**config.mk**
```make
export PLATFORM = sky130hd
export DESIGN_NAME = rtt_prdcr_arb
export DESIGN_NICKNAME = d
export VERILOG_FILES = /design/src/rtl/rtt_prdcr_arb.sv
export SDC_FILE = /design/constraint.sdc
export NUM_CORES = 1
export LEC_CHECK = 0
export ABC_AREA = 1
export CORE_MARGIN = 2
export CORE_UTILIZATION = 37
export CTS_CLUSTER_DIAMETER = 120
export CTS_CLUSTER_SIZE = 16
export DETAILED_ROUTE_END_ITERATION = 8
export PLACE_DENSITY = 0.66
export SLEW_MARGIN = 25
export SYNTH_ARGS = -nofsm -noshare
export SYNTH_HDL_FRONTEND = slang
export SYNTH_SLANG_ARGS = --single-unit
```
**constraint.sdc**
```tcl
create_clock -name rtt_clk -period 2.7 [get_ports rtt_clk]
set_clock_uncertainty 0.05 [all_clocks]
set_input_delay 0.675 -clock rtt_clk [delete_from_list [all_inputs] [get_ports rtt_clk]]
set_output_delay 0.675 -clock rtt_clk [all_outputs]
set_load 0.05 [all_outputs]
```
**src/rtl/rtt_prdcr_arb.sv**
```systemverilog
// Round-robin arbiter between producer request channels and a grouped
// SWE request slot. A grant is held until the winner drops its request,
// or until a hold limit expires while another slot is waiting. When the
// winner is still busy after release, the arbiter waits in DRAIN.
//
// state | meaning
// ------+---------------------------------------------------------------
// IDLE  | no grant; arbitrate among requesting slots starting at rr_ptr
// GRANT | one slot (producer channel or locked SWE port) holds the grant
// DRAIN | grant released, waiting for the last winner's busy to clear
module rtt_prdcr_arb #(
    parameter int NUM_PRDCR   = 2,
    parameter int NUM_SWE     = 17,
    parameter int PRNUM_WDT   = 4,
    parameter int PR_BASE_NUM = 0,
    parameter int HOLD_MAX    = 16
) (
    input  logic                 rtt_clk,
    input  logic                 rst_a,
    input  logic [NUM_PRDCR-1:0] prdcr_req,
    input  logic [NUM_PRDCR-1:0] prdcr_busy_in,
    input  logic [NUM_SWE-1:0]   swe_req,
    input  logic                 swe_busy,
    output logic [NUM_PRDCR-1:0] prdcr_gnt,
    output logic [NUM_SWE-1:0]   swe_gnt,
    output logic                 gnt_valid,
    output logic [PRNUM_WDT-1:0] gnt_pr_num,
    output logic                 ored_prdcr_sel_p,
    output logic                 prdcr_busy
);

    localparam int NSLOT = NUM_PRDCR + 1;
    localparam int PW    = (NSLOT > 1) ? $clog2(NSLOT) : 1;
    localparam int PW1   = PW + 1;
    localparam int SW    = (NUM_SWE > 1) ? $clog2(NUM_SWE) : 1;
    localparam int HW    = (HOLD_MAX > 0) ? $clog2(HOLD_MAX + 1) : 1;
    localparam logic [PW-1:0] SWE_SLOT = PW'(NUM_PRDCR);

    typedef enum logic [1:0] {
        IDLE  = 2'd0,
        GRANT = 2'd1,
        DRAIN = 2'd2
    } state_t;

    state_t         state, state_nxt;
    logic [PW-1:0]  rr_ptr, rr_ptr_nxt;
    logic [PW-1:0]  win, win_nxt;
    logic [PW-1:0]  arb_win;
    logic [SW-1:0]  swe_idx, swe_idx_nxt;
    logic [SW-1:0]  swe_low;
    logic [HW-1:0]  hold_cnt, hold_cnt_nxt;
    logic [NSLOT-1:0] req_slot;
    logic [NSLOT-1:0] busy_slot;
    logic [NSLOT-1:0] win_oh;
    logic           arb_any;
    logic           win_req;
    logic           win_busy;
    logic           others_req;
    logic           hold_expire;
    logic           release_gnt;

    // The SWE group occupies the top slot and requests when any port does.
    assign req_slot  = {|swe_req, prdcr_req};
    assign busy_slot = {swe_busy, prdcr_busy_in};
    assign arb_any   = |req_slot;
    assign win_oh    = NSLOT'(1) << win;

    // An SWE winner is judged on its own locked port, not on the group OR.
    assign win_req    = (win == SWE_SLOT) ? swe_req[swe_idx] : req_slot[win];
    assign win_busy   = busy_slot[win];
    assign others_req = |(req_slot & ~win_oh);
    assign hold_expire = (HOLD_MAX != 0) && (hold_cnt == HW'(HOLD_MAX - 1)) && others_req;
    assign release_gnt = !win_req || hold_expire;

    // Rotating priority scan: first requesting slot at or above rr_ptr, with wrap.
    always_comb begin
        logic [PW1-1:0] pos;
        logic           found;
        arb_win = rr_ptr;
        found   = 1'b0;
        pos     = '0;
        for (int i = 0; i < NSLOT; i++) begin
            pos = {1'b0, rr_ptr} + PW1'(i);
            if (pos >= PW1'(NSLOT)) begin
                pos = pos - PW1'(NSLOT);
            end
            if (!found && req_slot[pos[PW-1:0]]) begin
                found   = 1'b1;
                arb_win = pos[PW-1:0];
            end
        end
    end

    // Lowest-index asserted SWE port, captured when the SWE slot wins.
    always_comb begin
        swe_low = '0;
        for (int i = NUM_SWE - 1; i >= 0; i--) begin
            if (swe_req[i]) begin
                swe_low = SW'(i);
            end
        end
    end

    // Next-state, pointer, winner lock and hold counter.
    always_comb begin
        state_nxt    = state;
        rr_ptr_nxt   = rr_ptr;
        win_nxt      = win;
        swe_idx_nxt  = swe_idx;
        hold_cnt_nxt = hold_cnt;
        case (state)
            IDLE: begin
                if (arb_any) begin
                    state_nxt    = GRANT;
                    win_nxt      = arb_win;
                    swe_idx_nxt  = swe_low;
                    hold_cnt_nxt = '0;
                end
            end
            GRANT: begin
                if (release_gnt) begin
                    rr_ptr_nxt = (win == SWE_SLOT) ? '0 : win + PW'(1);
                    state_nxt  = win_busy ? DRAIN : IDLE;
                end else if (hold_cnt != HW'(HOLD_MAX)) begin
                    hold_cnt_nxt = hold_cnt + HW'(1);
                end
            end
            DRAIN: begin
                if (!win_busy) begin
                    state_nxt = IDLE;
                end
            end
            default: begin
                state_nxt = IDLE;
            end
        endcase
    end

    // State register with asynchronous active-low reset.
    always_ff @(posedge rtt_clk or negedge rst_a) begin
        if (!rst_a) begin
            state    <= IDLE;
            rr_ptr   <= '0;
            win      <= '0;
            swe_idx  <= '0;
            hold_cnt <= '0;
        end else begin
            state    <= state_nxt;
            rr_ptr   <= rr_ptr_nxt;
            win      <= win_nxt;
            swe_idx  <= swe_idx_nxt;
            hold_cnt <= hold_cnt_nxt;
        end
    end

    // Grant outputs are pure decodes of registered state, so they carry no input paths.
    assign gnt_valid  = (state == GRANT);
    assign prdcr_gnt  = (gnt_valid && (win != SWE_SLOT)) ? NUM_PRDCR'(win_oh) : '0;
    assign swe_gnt    = (gnt_valid && (win == SWE_SLOT)) ? (NUM_SWE'(1) << swe_idx) : '0;
    assign gnt_pr_num = gnt_valid ? (PRNUM_WDT'(PR_BASE_NUM) + PRNUM_WDT'(win)) : '0;

    assign ored_prdcr_sel_p = (|prdcr_req) | (|swe_req);
    assign prdcr_busy       = (|prdcr_busy_in) | swe_busy | (state != IDLE);

endmodule

```
# Yosys cells after proc, flatten, opt, wreduce, memory -nomap -nowiden
# Index checks and enable logic that the tools add are counted.
# totals
mem_bits_ro	0
in_bits	24
ram_bits	0
output_inout_bits	26
latch_bits	0
wordCells	110
register_bits	16
n_memories	0
# op_classes
n_eq_ne	11
shift	2
div	0
mux	51
multipliers	0
bitwise_logic	5
n_reduce_logical	21
magnitude_cmp	8
add_sub_neg	7
# ops
op	count
two-way mux 5 bit	20
two-way mux 2 bit	13
OR reduction 19 bit	1
two-way mux 17 bit	1
OR reduction 17 bit	1
<< shifter 1 x 5 -> 17 bit (first input constant)	1
< comparator 2 x 3 -> 1 bit (second input constant)	4
binary-select mux 1 bit (select 2 bit)	5
case mux 5 bit (2 select lines)	1
two-way mux 1 bit	9
!= test 2 bit (second input constant)	4
>= comparator 3 x 2 -> 1 bit (second input constant)	2
< comparator 5 x 6 -> 1 bit (second input constant)	1
case mux 2 bit (3 select lines)	1
subtractor 2 bit (second input constant)	3
adder 5 x 1 -> 5 bit (second input constant)	1
binary-select mux 1 bit (select 5 bit)	1
equality test 5 x 4 -> 1 bit (second input constant)	1
logical AND 1 bit	5
!= test 5 bit (second input constant)	1
equality test 2 bit (second input constant)	2
!= test 2 x 1 -> 1 bit (second input constant)	2
AND reduction 2 bit	2
AND reduction 4 bit	1
16 further kinds	22

# Logic depth before layout (Yosys ltp)
# Gate-level depths: netlist (run 1).
# depth
depth_word	17
mapped_depth	16
depth_no_buf	16

# Worst setup path after synthesis (run 1)
# No wires, ideal clock.
# synth_path
path_kind	reg2out
from	register state[1]
to	output port swe_gnt[6]
stages_incl_launch_ff	7
arrival_time_ns	3.021
slack_ns	-1.046
required_time_ns	1.975
n_path_buf	1
cell_sequence	dfrtp_1 > nor2_1 > inv_1 > buf_6 > nor2_1 > nand3_1 > nor3_1
# synth_between
elab_chain_cells	3
# synth_lines
element	line_no	source
start, declared	45	state_t state, state_nxt;
start signal, assigned	148	state <= state_nxt;
equality test 2 x 1 -> 1 bit	157	assign gnt_valid = (state == GRANT);
via gnt_valid	26	output logic gnt_valid,
logical AND 1 bit	159	assign swe_gnt = (gnt_valid && (win == SWE_SLOT)) ? (NUM_SWE'(1) << swe_idx) : '0;
two-way mux 17 bit	159	
end, declared	25	output logic [NUM_SWE-1:0] swe_gnt,
# The timed path passes the listed nets, and every way through them passes these cells.

# Worst setup path after layout (run 1)
# layout_path
from	input port swe_req[14]
to	output port ored_prdcr_sel_p
# layout_between
elab_chain_cells	2
# layout_lines
element	line_no	source
start, declared	22	input logic [NUM_SWE-1:0] swe_req,
OR reduction 17 bit	162	assign ored_prdcr_sel_p = (|prdcr_req) | (|swe_req);
bitwise OR 1 bit	162	
end, declared	28	output logic ored_prdcr_sel_p,
# No other way between the ends.

==> results of run 1 <==
-- worst max-delay path, cell delays in order --
cell and delay [ps]:
clkdlybuf4s50_1 440, nor2_2 160, nand2_2 90, nor3_4 200
nand4_1 170, buf_6 200
-- registers in the layout, indices dropped and copies added (netlist names) --
name,cells
rr_ptr,2
state,2
win,2
swe_idx,5
hold_cnt,5
-- final timing paths --
kind | cells after the start | from | end
worst min register to register | 2 | hold_cnt[4] | hold_cnt[4]
min in group asynchronous | 1 | rst_a | hold_cnt[3]
worst max-delay path | 6 | swe_req[14] | ored_prdcr_sel_p
worst min-delay path | 2 | hold_cnt[4] | hold_cnt[4]
max in group asynchronous | 1 | rst_a | rr_ptr[1]
worst max register to register | 17 | swe_idx[0] | hold_cnt[1]
-- metrics by stage --
step           power (mW)  utilization  instances  area, sq um  hold slack (ps)
2_1_floorplan       1.635            -        279         1803            329.4
3_3_place_gp        2.022       0.6043        391         2595            436.3
3_5_place_dp        2.046       0.6043        391         2595            442.1
4_1_cts             2.264       0.6238        398         2679            461.3
5_1_grt             2.467       0.6410        403         2753            504.8
6_report            2.252       0.6410        403         2753            458.1
-- power breakdown --
group	switching [mW]	internal, mW	leakage (nW)
clock	0.0846	0.129	0.0288
sequential	0.0837	0.322	0.211
combinational	1.07	0.565	1.08
total	1.24	1.02	1.32
-- synthesized netlist by cell type, drive strengths merged --
library cell  count
o22ai             1
o21bai            1
nand3b            1
inv              44
nor3              6
nand2            95
o31ai             3
a221oi            1
conb              1
a22oi             1
o21ai            17
nand3            20
ha                5
nor2             45
nor2b             1
a21oi             9
dfrtp            16
buf               6
o221ai            1
nand4             4
-- final cells by class --
class	count	area, sq um
multi-input combinational	213	1207
clock buffer	4	55.05
fill	398	1541
sequential	16	400.4
inverter	44	165.2
timing repair buffer	74	859.6
tap	52	65.06
-- timing repair --
action / CTS / global route
endpoints found under the setup margin: 1 / 11
resized for setup: 2 / 8
pin swaps: 2 / 5
setup buffers: 3 / 5
-- cells by family after synthesis --
| kind of cell | after synthesis |
|---|---|
| flip-flops | 16 |
| other | 1 |
| buffers and inverters | 50 |
| AND/OR/NAND/NOR | 172 |
| AO/OA/AOI/OAI | 34 |
| adder cells (fa/ha/maj) | 5 |
-- per-layer routing --
layer	vias up	global-route usage
li1	1019	-
met1	862	0.2361
met2	46	0.3501
met3	2	0.01587
met4	0	0.02564
met5	-	0
==> impl_metrics.ini, run 1 <==
[worst_setup_path]
cp.required_ps = 1980
r2r_slack_ps = 790
worstSetupStartpointType = primary input
crit_path_end_kind = primary output
criticalPathCategory = primary input to primary output
worstPathArrival_ps = 1960
cp_max_fo = 2

[routing]
via_count = 1929
drt_iter0_drc = 68
wl_met1_um = 2030
routed_via_density = 4.787
ant_nets = 0
dr_wl_met3_um = 162
maxUsedRoutingLayer = met4
wl_per_cell_um = 11.33
wl_um = 4565
drcViolationCount = 0
drt_first_pass_iters = 5
wl_met2_um = 2353

[global_routing]
grt_use_total = 0.1869
antenna_found_initial = 0
grt_overflow = 0
grt_pass1_vias = 1814
grt_max_degree = 17
grt_pass1_wl_um = 7741

[run_status]
status = finished, final reports clean

[clock_network]
clk_path_buf_depth = 2
clk_latency_ps = 240
cts.clk_slew.worst_paths_ps = 70
cts_sinks = 16
cts_tree = built
cts_buffers = 3
cts_max_level = 1
cts_root_buffer = clkbuf_8
cts.hold.buffers_added = 0

[die]
die_x_um = 70.31
io_pins = 50
rows = 24
start_util = 0.3788
dieArea_sq_um = 4943
coreArea_sq_um = 4294
dieHeight_um = 70.31

[yosys]
yosysTopAreaCellShare = 0.2462
synth_top_family_by_area = simple AND/OR/NAND/NOR gates
synth-adder-area-share = 0.03846
yosysWarnings = 0
synth_xor_area_frac = 0
muxShareOfSynthArea = 0
synth.distinct_cells = 30
yosys.area_share.simple = 0.4538
syn_area_per_cell_sq_um = 5.851
synth_area_leaders = dfrtp_1, nand2_1, inv_1, nor2_1, nand3_1
syn-cell-area_sq_um = 1627
ys_ff_latch = 16
netlist_instances = 278
synth_compound_area_frac = 0.1246
yosysSeqAreaShare = 0.2462
synth_area_leader_cell = dfrtp_1

[sta]
finalSetupViolations = 0
setup_ws_ps = 19.09
tightest_slew_ps = 770.2
period_share = 0.9929
max_slew_margin = 0.4849
max_freq_ghz = 0.3730
min_period_ps = 2681
final-max-slew-violation-count = 0
fin_tns_setup_ps = 0
hold_viol = 0

[finish]
syn2layout_area_growth_pct = 69.23
antenna_cells = 0
final_common_cell = nand2_1
nets = 381
layout.cells.most_common_list = nand2_1, inv_1, buf_4, clkdlybuf4s50_1, nor2_1
drive_gt1_frac = 0.2764

[placed_design]
place_congestion = 0.8027
hpwl_um = 3663
io_buffer_count = 47
dpl_worst_slack_ps = 7.168

[min_path]
hold_class = register to register

[pwr]
power_per_cell_area_nw_per_um2 = 818.2
ir_drop_mv = 0.8790
leakage_nw = 1.316

[run]
max_cap_violations = 0
Note: power is estimated with default switching activity, not from simulation.
==> run 2, diff against run 1 <==
- CORE_MARGIN: 2 -> not set
==> impl_metrics.ini, run 2 (synthesis results as in run 1) <==
[run_status]
status = finished, final reports clean

[finish]
nets = 384
fillers = 364
layout.cells.most_common_list = nand2_1, inv_1, buf_4, nor2_1, buf_12
multi_input_area_sq_um = 1202
final_common_cell = nand2_1
largestRegisters = hold_cnt (5), swe_idx (5)
antenna_cells = 0
drive_gt1_frac = 0.2768
syn2layout_area_growth_pct = 70.23
fin_area_sq_um = 2769
fin_util = 0.6728
seq_area_sq_um = 400.4

[placed_design]
place_congestion = 0.8451
hpwl_um = 3563
dpl_worst_slack_ps = -11.75
io_buffer_count = 47
postPlaceCellArea_sq_um = 2620

[routing]
wl_per_cell_um = 11.46
drt_iter0_drc = 88
drcViolationCount = 0
routed_via_density = 4.797
wl_um = 4628
drt_first_pass_iters = 4
ant_nets = 0
via_count = 1938

[worst_setup_path]
cp_max_fo = 2
path_cells = clkdlybuf4s50_1 -> nor2_2 -> nand2_2 -> nor3_4 -> nand4_1 -> buf_6
crit_path_top_delay_cell = clkdlybuf4s50_1
crit_path_end_kind = primary output
worstSetupStartpointType = primary input
path_buf_inv = 2
worstPathArrival_ps = 1940
crit_family = buffers and inverters
cp.required_ps = 1980
criticalPathCategory = primary input to primary output
max_stage_delay_ps = 430

[pwr]
p_seq_frac = 0.175
leakage_nw = 1.349
combPwrFrac = 0.733
power_frac_clock = 0.091
p_switching_mw = 1.254
ir_drop_mv = 0.8290
swShare = 0.5443
p_int_mw = 1.050
power_per_cell_area_nw_per_um2 = 831.9

[clock_network]
cts.clk_slew.worst_paths_ps = 60
cts_sinks = 16
clk_latency_ps = 250
cts.hold.buffers_added = 0
cts_max_level = 1
cts_buffers = 3
cts_root_buffer = clkbuf_8
cts_tree = built
clk_path_buf_depth = 2

[global_routing]
grt_max_degree = 17
grt_pass1_vias = 1799
antenna_found_initial = 0
grt_pass1_wl_um = 7659
grt_use_total = 0.2136
grt_overflow = 0

[die]
dieHeight_um = 68.31
die_x_um = 68.31
io_pins = 50
start_util = 0.3953
rows = 23
dieArea_sq_um = 4666
coreArea_sq_um = 4115

[sta]
max_freq_ghz = 0.3754
finalSetupViolations = 0
min_period_ps = 2664
tightest_slew_ps = 754.3
setup_ws_ps = 36.34
hold_viol = 0
period_share = 0.9865
hold_ws_ps = 457.8
final-max-slew-violation-count = 0
fin_tns_setup_ps = 0
max_slew_margin = 0.4956

[run]
max_cap_violations = 0

[min_path]
hold_class = register to register
[run 2: cell count changes in the layout (fill, tap and decap cells not counted), sizes merged]
cell	before	now
clkdlybuf4s50	23	18
buf	50	53
dlymetal6s2s	1	3
dlygate4sd2	0	3
[run 2: through the flow]
| stage | total power [mW] | cells |
|---|---|---|
| floorplan | 1.635 | 279 |
| global placement | 2.070 | 391 |
| detailed placement | 2.089 | 391 |
| CTS | 2.308 | 402 |
| global route | 2.535 | 404 |
| finish | 2.303 | 404 |
[run 2: power groups by stage]
stage               clock network [mW]  logic (mW)  registers, mW
floorplan                            0        1.25          0.386
global placement                     0        1.66          0.408
detailed placement                   0        1.68          0.408
CTS                              0.214        1.69          0.405
global route                     0.224        1.89          0.423
finish                           0.210        1.69          0.404
[run 2: what timing repair did]
action	in CTS	in global routing
pin swaps	5	6
cloned	0	0
buffers inserted	7	2
endpoints found under the setup margin	1	3
resized for setup	6	7
[run 2: cell type report]
cell class | count | area share
clock buffers | 4 | 0.01988
inverters | 44 | 0.05965
multi-input cells | 213 | 0.4343
flip-flops and latches | 16 | 0.1446
well taps | 50 | 0.02259
repair buffers | 77 | 0.3190
[run 2: tightest hold or removal path: cells and delay by family (launching register included)]
family / cells / cell delay [ps]
flip-flops: 1 / 370
AND/OR/NAND/NOR: 2 / 110
[run 2: path summary, 6_finish.rpt]
kind	startpoint	endpoint	slack, ps	cells after the start
max reg2reg	swe_idx[1]	hold_cnt[0]	800	12
min in group asynchronous	rst_a	hold_cnt[3]	820	1
max	swe_req[14]	ored_prdcr_sel_p	40	6
min reg2reg	hold_cnt[3]	hold_cnt[3]	460	2
max in group asynchronous	rst_a	swe_idx[0]	1310	1
min	hold_cnt[3]	hold_cnt[3]	460	2
[run 2: per-layer routing]
metal / vias to the layer above / wire length (um) / global-route usage
met5: - / 0 / 0
met4: 0 / 44 / 0.05729
met3: 6 / 156 / 0.01833
met2: 45 / 2314 / 0.3860
met1: 868 / 2112 / 0.2677
li1: 1019 / - / -
